## config.mk

```make
export PLATFORM = sky130hd
export DESIGN_NAME = reg_share_arbiter
export DESIGN_NICKNAME = d
export VERILOG_FILES = /design/src/rtl/reg_share_pkg.sv /design/src/rtl/rr_priority_pick.sv /design/src/rtl/reg_share_arbiter.sv
export SDC_FILE = /design/constraint.sdc
export NUM_CORES = 1
export LEC_CHECK = 0
export CAP_MARGIN = 20
export CORE_MARGIN = 5
export CORE_UTILIZATION = 53
export CTS_CLUSTER_DIAMETER = 200
export DETAILED_ROUTE_END_ITERATION = 10
export GPL_TIMING_DRIVEN = 0
export PLACE_DENSITY = 0.83
export SETUP_SLACK_MARGIN = 0.2
export SLEW_MARGIN = 20
export SYNTH_ARGS = -nofsm -noshare
export SYNTH_HDL_FRONTEND = slang
export SYNTH_SLANG_ARGS = --single-unit
export TNS_END_PERCENT = 50
```

## constraint.sdc

```tcl
create_clock -name clk -period 7.7 [get_ports clk]
set_input_delay 1.155 -clock clk [delete_from_list [all_inputs] [get_ports clk]]
set_output_delay 1.155 -clock clk [all_outputs]
set_load 0.1 [all_outputs]
```

## src/rtl/reg_share_pkg.sv

```systemverilog
`default_nettype none
// ============================================================================
// Module      : reg_share_pkg
// Description : Shared types and the round-robin search helper for
//               reg_share_arbiter.
// Revision    : 1.0 - initial release
// ============================================================================
package reg_share_pkg;

    typedef enum logic [0:0] {
        ST_IDLE = 1'b0,
        ST_BUSY = 1'b1
    } state_t;

    // Returns the first set bit of req scanning ptr+1, ptr+2, ... modulo n,
    // wrapping back to ptr itself last. With no bit set, ptr is returned.
    function automatic logic [31:0] rr_pick(input logic [31:0] req,
                                            input logic [31:0] n,
                                            input logic [31:0] ptr);
        logic [31:0] idx;
        logic [31:0] j;
        logic        hit;
        idx = ptr;
        hit = 1'b0;
        for (int unsigned i = 1; i <= 32; i++) begin
            j = ptr + i;
            if (j >= n) begin
                j = j - n;
            end
            if (!hit && (i <= n) && req[j[4:0]]) begin
                idx = j;
                hit = 1'b1;
            end
        end
        return idx;
    endfunction

endpackage
`default_nettype wire

```

## src/rtl/rr_priority_pick.sv

```systemverilog
`default_nettype none
// ============================================================================
// Module      : rr_priority_pick
// Description : Combinational N-way round-robin search starting at ptr+1.
// Revision    : 1.0 - initial release
// ============================================================================
module rr_priority_pick
    import reg_share_pkg::*;
#(
    parameter int N  = 4,
    parameter int IW = 2
) (
    input  logic [N-1:0]  req,
    input  logic [IW-1:0] ptr,
    output logic          found,
    output logic [IW-1:0] idx
);

    assign found = |req;
    assign idx   = IW'(rr_pick(32'(req), 32'(N), 32'(ptr)));

endmodule
`default_nettype wire

```

## src/rtl/reg_share_arbiter.sv

```systemverilog
`default_nettype none
// ============================================================================
// Module      : reg_share_arbiter
// Description : Round-robin, burst-limited sharing of one enabled register
//               among N requesters. Optional macro ARB_LOCK_EN adds a lock
//               input that suspends burst-limit preemption.
// Revision    : 1.0 - initial release
// ============================================================================
module reg_share_arbiter
    import reg_share_pkg::*;
#(
    parameter int N         = 4,
    parameter int W         = 1,
    parameter int MAX_BURST = 3
) (
    input  logic                 clk,
    input  logic                 rst,
    input  logic [N-1:0]         req,
    input  logic [N*W-1:0]       req_d,
`ifdef ARB_LOCK_EN
    input  logic                 lock,
`endif
    output logic [N-1:0]         gnt,
    output logic [$clog2(N)-1:0] owner,
    output logic                 busy,
    output logic                 en_out,
    output logic [W-1:0]         d_out
);

    localparam int IW = $clog2(N);
    localparam int CW = $clog2(MAX_BURST + 1);
    localparam logic [CW-1:0] C_MAX = CW'(MAX_BURST);
    localparam logic [CW-1:0] C_ONE = CW'(1);

    state_t        state_q, state_d;
    logic [N-1:0]  gnt_q, gnt_d;
    logic [IW-1:0] owner_q, owner_d;
    logic [IW-1:0] rr_ptr_q, rr_ptr_d;
    logic          en_q, en_d;
    logic [W-1:0]  dout_q, dout_d;
    logic [CW-1:0] cnt_q, cnt_d;

    logic [IW-1:0] search_ptr;
    logic          pick_found;
    logic [IW-1:0] pick_idx;
    logic          lock_w;

`ifdef ARB_LOCK_EN
    assign lock_w = lock;
`else
    assign lock_w = 1'b0;
`endif

    // While busy the search starts after the current owner, so a request
    // from the owner itself is only chosen when nobody else is asking.
    assign search_ptr = (state_q == ST_BUSY) ? owner_q : rr_ptr_q;

    rr_priority_pick #(
        .N  (N),
        .IW (IW)
    ) u_pick (
        .req   (req),
        .ptr   (search_ptr),
        .found (pick_found),
        .idx   (pick_idx)
    );

    always_comb begin
        state_d  = state_q;
        gnt_d    = gnt_q;
        owner_d  = owner_q;
        rr_ptr_d = rr_ptr_q;
        en_d     = 1'b0;
        dout_d   = dout_q;
        cnt_d    = cnt_q;
        case (state_q)
            ST_IDLE: begin
                if (pick_found) begin
                    state_d = ST_BUSY;
                    gnt_d   = {{(N-1){1'b0}}, 1'b1} << pick_idx;
                    owner_d = pick_idx;
                    en_d    = 1'b1;
                    dout_d  = req_d[pick_idx*W +: W];
                    cnt_d   = C_ONE;
                end else begin
                    gnt_d = '0;
                end
            end
            ST_BUSY: begin
                if (req[owner_q] && ((cnt_q < C_MAX) || lock_w)) begin
                    en_d   = 1'b1;
                    dout_d = req_d[owner_q*W +: W];
                    cnt_d  = (cnt_q == C_MAX) ? C_MAX : cnt_q + C_ONE;
                end else if (pick_found) begin
                    // Covers both burst-limit rotation and early handover.
                    gnt_d   = {{(N-1){1'b0}}, 1'b1} << pick_idx;
                    owner_d = pick_idx;
                    en_d    = 1'b1;
                    dout_d  = req_d[pick_idx*W +: W];
                    cnt_d   = C_ONE;
                end else begin
                    state_d  = ST_IDLE;
                    gnt_d    = '0;
                    rr_ptr_d = owner_q;
                    cnt_d    = '0;
                end
            end
            default: begin
                state_d = ST_IDLE;
                gnt_d   = '0;
            end
        endcase
    end

    always_ff @(posedge clk or posedge rst) begin
        if (rst) begin
            state_q  <= ST_IDLE;
            gnt_q    <= '0;
            owner_q  <= '0;
            rr_ptr_q <= IW'(N - 1);
            en_q     <= 1'b0;
            dout_q   <= '0;
            cnt_q    <= '0;
        end else begin
            state_q  <= state_d;
            gnt_q    <= gnt_d;
            owner_q  <= owner_d;
            rr_ptr_q <= rr_ptr_d;
            en_q     <= en_d;
            dout_q   <= dout_d;
            cnt_q    <= cnt_d;
        end
    end

    assign gnt    = gnt_q;
    assign owner  = owner_q;
    assign busy   = (state_q == ST_BUSY);
    assign en_out = en_q;
    assign d_out  = dout_q;

endmodule
`default_nettype wire

```

* Word level (Yosys, flattened, before mapping) *
Index checks and enable logic that the tools add are counted.

word-level totals
  register bits after elaboration = 12
  input bits = 10
  output and inout bits = 9
  word-level logic and storage cells = 82

operators by class
  add/subtract/negate cells = 9
  order comparisons = 10
  equal/unequal tests = 3
  shift operators = 3
  multiplexer cells = 39
  bitwise gates (word level) = 3
  reductions and logical operators = 9

operators by type and width
  operator                                                                number
  32-bit by 3-bit >= comparator with 1-bit output, second input constant  4
  5-bit by 6-bit < comparator with 1-bit output, second input constant    4
  1-bit binary-select mux with 5-bit select                               4
  2-bit 2-to-1 mux                                                        10
  5-bit 2-to-1 mux                                                        4
  1-bit 2-to-1 mux                                                        13
  3-bit by 3-bit subtractor with 4-bit output, second input constant      3
  4-bit 2-to-1 mux                                                        2
  2-bit case mux with 2 select lines                                      2
  4-bit case mux with 2 select lines                                      1
  4-bit by 3-bit indexed part select with 1-bit output                    2
  2-bit by 2-bit adder with 3-bit output, second input constant           2
  4-bit by 3-bit subtractor with 5-bit output, second input constant      1
  2-bit by 3-bit adder with 4-bit output, second input constant           1
  1-bit logical AND                                                       4
  2-bit inequality test, second input constant                            2
  1-bit case mux with 2 select lines                                      2
  4-bit OR reduction                                                      1
  1-bit by 2-bit left shift with 4-bit output, first input constant       1
  2-bit by 1-bit adder with 3-bit output, second input constant           1
  1-bit logical NOT                                                       3
  2-bit by 3-bit < comparator with 1-bit output, second input constant    1
  1-bit inverter                                                          3
  3-bit AND reduction                                                     1
  other kinds (4)                                                         4

* Depth between registers and ports, before layout *
  depth in word-level cells = 20
  gate-level depth with buffers = 10
  depth with buffers taken out = 9

* Cells and area by module *
A second synthesis with hierarchy kept.

second synthesis, totals
  cell total of the unflattened synthesis = 82
  area total of the unflattened synthesis = 955.9 um^2

modules (own cells, without submodules)
  module             times used  cells each  area an instance (um^2)  sequential area each (um^2)
  reg_share_arbiter  1           51          693.2                    302.8
  rr_priority_pick   1           31          262.8                    0.0

* Least setup slack after synthesis *
No wires, ideal clock.

  path type = flip-flop to flip-flop
  start = register en_out (netlist name)
  end = register dout_q, in the netlist d_out
  setup time = 143 ps
  data arrival time = 2,989 ps
  required time = 7,557 ps
  slack = 4,568 ps
  stages on the path, launching flop included = 8
  buffers on the path = 1
  clock period less this slack = 3,132 ps
  cell sequence = dfrtp_1 buf_6 mux2i_4 mux4_1 mux2_2 or2_4 o31ai_2 o31ai_1

RTL lines
  what                  line                      RTL
  to (signal assigned)  reg_share_arbiter.sv:130  dout_q <= dout_d;
  to (decl)             reg_share_arbiter.sv:40   logic [W-1:0] dout_q, dout_d;

* Final worst setup path *
  start = input req[1]
  end = register dout_q, in the netlist d_out

between the ends
  word-level cells in the longest chain between the ends = 16
  elaborated cells on any way between the ends = 29
  classes of those cells = shift (1); mux (20); reduce/logical (8)

RTL lines
  what                                                  line                                              RTL
  from (decl)                                           reg_share_arbiter.sv:18                           input logic [N-1:0] req,
  1-bit binary-select mux with 5-bit select             reg_share_pkg.sv:30                               if (!hit && (i <= n) && req[j[4:0]]) begin
  1-bit 2-to-1 mux (not written as such)                reg_share_pkg.sv:30
  1-bit 2-to-1 mux                                      reg_share_pkg.sv:30
  1-bit logical NOT                                     reg_share_pkg.sv:30
  1-bit logical AND                                     reg_share_pkg.sv:30
  1-bit 2-to-1 mux                                      reg_share_pkg.sv:30
  1-bit logical NOT                                     reg_share_pkg.sv:30
  1-bit logical AND                                     reg_share_pkg.sv:30
  1-bit 2-to-1 mux                                      reg_share_pkg.sv:30
  1-bit logical NOT                                     reg_share_pkg.sv:30
  1-bit logical AND                                     reg_share_pkg.sv:30
  2-bit 2-to-1 mux                                      reg_share_pkg.sv:30
  4-bit by 3-bit indexed part select with 1-bit output  reg_share_arbiter.sv:83, reg_share_arbiter.sv:99
  1-bit 2-to-1 mux                                      reg_share_arbiter.sv:78, reg_share_arbiter.sv:94
  1-bit 2-to-1 mux                                      reg_share_arbiter.sv:90                           if (req[owner_q] && ((cnt_q < C_MAX) || lock_w)) begin
  1-bit case mux with 2 select lines *                  reg_share_arbiter.sv:76                           case (state_q)
  via dout_d                                            reg_share_arbiter.sv:40

Mark *: on every way through the listed nets, which the timed path passes. The rest lies on a longest branch. The select of a mux whose other input is x is not followed.
A chain may end at the register's enable or synchronous reset.

==> out/metrics.cfg <==
[final_layout]
antenna_cells = 0
drive_gt1_share_pct = 17.54
num-fill-cells = 139
area_delta_synth_final_pct = 26.35
nNetsFinal = 127
fin_cells = 131

[floorplan]
die_y_um = 51.26
coreArea_sq_um = 1670
ioPinCount = 19
dieArea_sq_um = 2627
fp-row-count = 15
initial_utilization_pct = 54.01
die-width_um = 51.26

[global_routing]
antenna_found_initial = 0
grt_start_max_net_pins = 13
grt_overflow = 0
grt_pass1_wl_um = 3553
grtUsageTotal_pct = 17.82
grt_pass1_vias = 829

[route]
top_layer_used = met4
via_per_inst = 6.084
ant_nets = 0
wl_per_cell_um = 15.24
drt_iter0_markers = 4
wl_met3_um = 49
wl_met1_um = 800
routed_wirelength_um = 1996
drc_errors = 0
dr_wl_met2_um = 1125
num_vias = 797
first_pass_iters = 4

[timing]
fin_crit_ps = 3166
hold_violations = 0
period_share_pct = 41.11
rsz0062_at_grt = no
finalSetupViolations = 0
tightest_slew_ps = 982.4
clock_skew_ps = 1.123
fmax_mhz = 315.9
relSlewSlack_pct = 34.30
fin_setup_tns_ps = 0
slew_viol_final = 0

[setup_path]
slowest_delay_ps = 680
worst_setup_path_start_kind = input pin
critical_path.cell_chain = clkdlybuf4s50_1 > nor4_1 > inv_1 > nand2_1 > nor2_1 > o21ai_0 > o31ai_2 > o31ai_1
cpMaxStageDelayCell = nor4_1
cp_max_fo = 8
path_buf_inv = 2
worstPathArrival_ps = 3350
crit_required_ps = 7880
critical_path.top_delay_family = simple AND/OR/NAND/NOR gates
worstSetupEndpointType = flop
critical_path_class = in -> reg

[clock_network]
path_clk_slew_ps = 80
cts_buffers = 3
clk_path_buf_depth = 2
clock-sinks = 12
cts_root_buf = clkbuf_4
post-cts-setup-buffers = 0
h-tree-depth = 1
cts_tree = yes
hold_buffers = 0
clock_latency_ps = 280
ctsResizeCount = 0

[place]
dpl.hpwl_um = 1583
place_congestion = 0.7319
io_buffers = 18
place_inst = 127

[yosys]
avgSynthCellArea_sq_um = 9.806
syn_inst = 92
ys_seq_area_share_pct = 33.56
synth_nets = 104
synthArstFlopShare_pct = 100.0
synth-seq-cells = 12
syn_area_sq_um = 902.1
yosysWarnings = 0
synth_edf_count = 0
synth_cell_types = 32
synthFlopType = dfrtp_1

[run]
drv_cap = 0

[hold_path]
min_path_type = reg -> reg

[status]
status = finished clean

## path summary, 6_finish.rpt
check	from	to	slack, ps	depth (start not counted)
worst max register to register	en_out	d_out	4940	9
worst max-delay path	req[1]	d_out	4530	8
min in group asynchronous	rst	en_out	1180	2
worst min register to register	gnt[0]	gnt[0]	480	2
max in group asynchronous	rst	rr_ptr_q[0]	6180	2
worst min-delay path	gnt[0]	gnt[0]	480	2
## registers in the layout, indices dropped and copies added (netlist names)
name      count
owner         2
d_out         1
en_out        1
rr_ptr_q      2
gnt           4
cnt_q         2
## metal layers
metal / vias to the layer above / track usage (%)
met1: 397 / 19.20
met4: 0 / 9.170
met5: - / 0
met2: 15 / 33.26
met3: 3 / 2.624
li1: 382 / -
## cells in the mapped netlist (all sizes together) (2+ instances only)
cell	number	area (sq um)
nor2	5	18.77
nor4	2	12.51
mux2	3	33.78
o22ai	2	12.51
mux4	4	93.84
dfstp	2	52.55
nand2	17	63.81
mux2i	6	76.32
inv	6	22.52
nor3b	3	22.52
a21oi	3	15.01
buf	2	18.77
ha	2	25.02
o21ai	5	25.02
dfrtp	10	250.2
nand2b	2	12.51
nand3	3	15.01
o31ai	6	50.05
## cells by family after synthesis
family	count (synthesis)	share of synthesized area (%)
AOI/OAI and AO/OA	19	14.15
xor gates and xnor gates	1	0.9711
adders and majority gates	2	2.773
and+or+nand+nor	36	19.83
DFF	12	33.56
muxes	13	22.61
buffers and inverters	9	6.102
## worst register-to-register path, cell delays in order, from the launching register on
cell     delay (ps)
dfrtp_1         380
buf_6           150
mux2i_1         470
ha_1            370
mux4_2          290
a21oi_1          70
mux2_2          300
or2_4           270
o31ai_2         230
o31ai_1          90
## layout by cell type, fill, tap and decap left out, types with 2 or more instances in the layout
master           count
clkdlybuf4s50_1     18
nand2_1             17
dfrtp_1             10
inv_1                6
nor2_1               5
o21ai_0              5
o31ai_1              5
mux2i_1              4
mux2_2               3
mux4_2               3
nand3_1              3
a21oi_1              3
nor3b_1              3
clkbuf_4             3
nor4_1               2
clkbuf_8             2
nand2b_1             2
o22ai_1              2
ha_1                 2
dfstp_2              2
## through the flow
stage,hold slack [ps],setup WS [ps],util (%),cell area (sq um)
after floorplan,547.7,4568,-,902.1
after global placement,459.1,4339,66.07,1104
after detailed placement,464.8,4246,66.07,1104
after CTS,481.8,4531,68.24,1140
after global routing,500.2,4313,68.24,1140
final,475.6,4534,68.24,1140
## cell type report
class	instances	area [sq um]	area share, %
Buffer	3	32.53	2.854
Inverter	6	22.52	1.976
Multi-Input combinational cell	71	544.3	47.75
Timing Repair Buffer	18	180.2	15.81
Sequential cell	12	302.8	26.56
Clock buffer	4	36.28	3.183
Tap cell	17	21.27	1.866
Power is not shown: default switching activity piles up to over one toggle a cycle in this logic, so the estimate is an artifact.
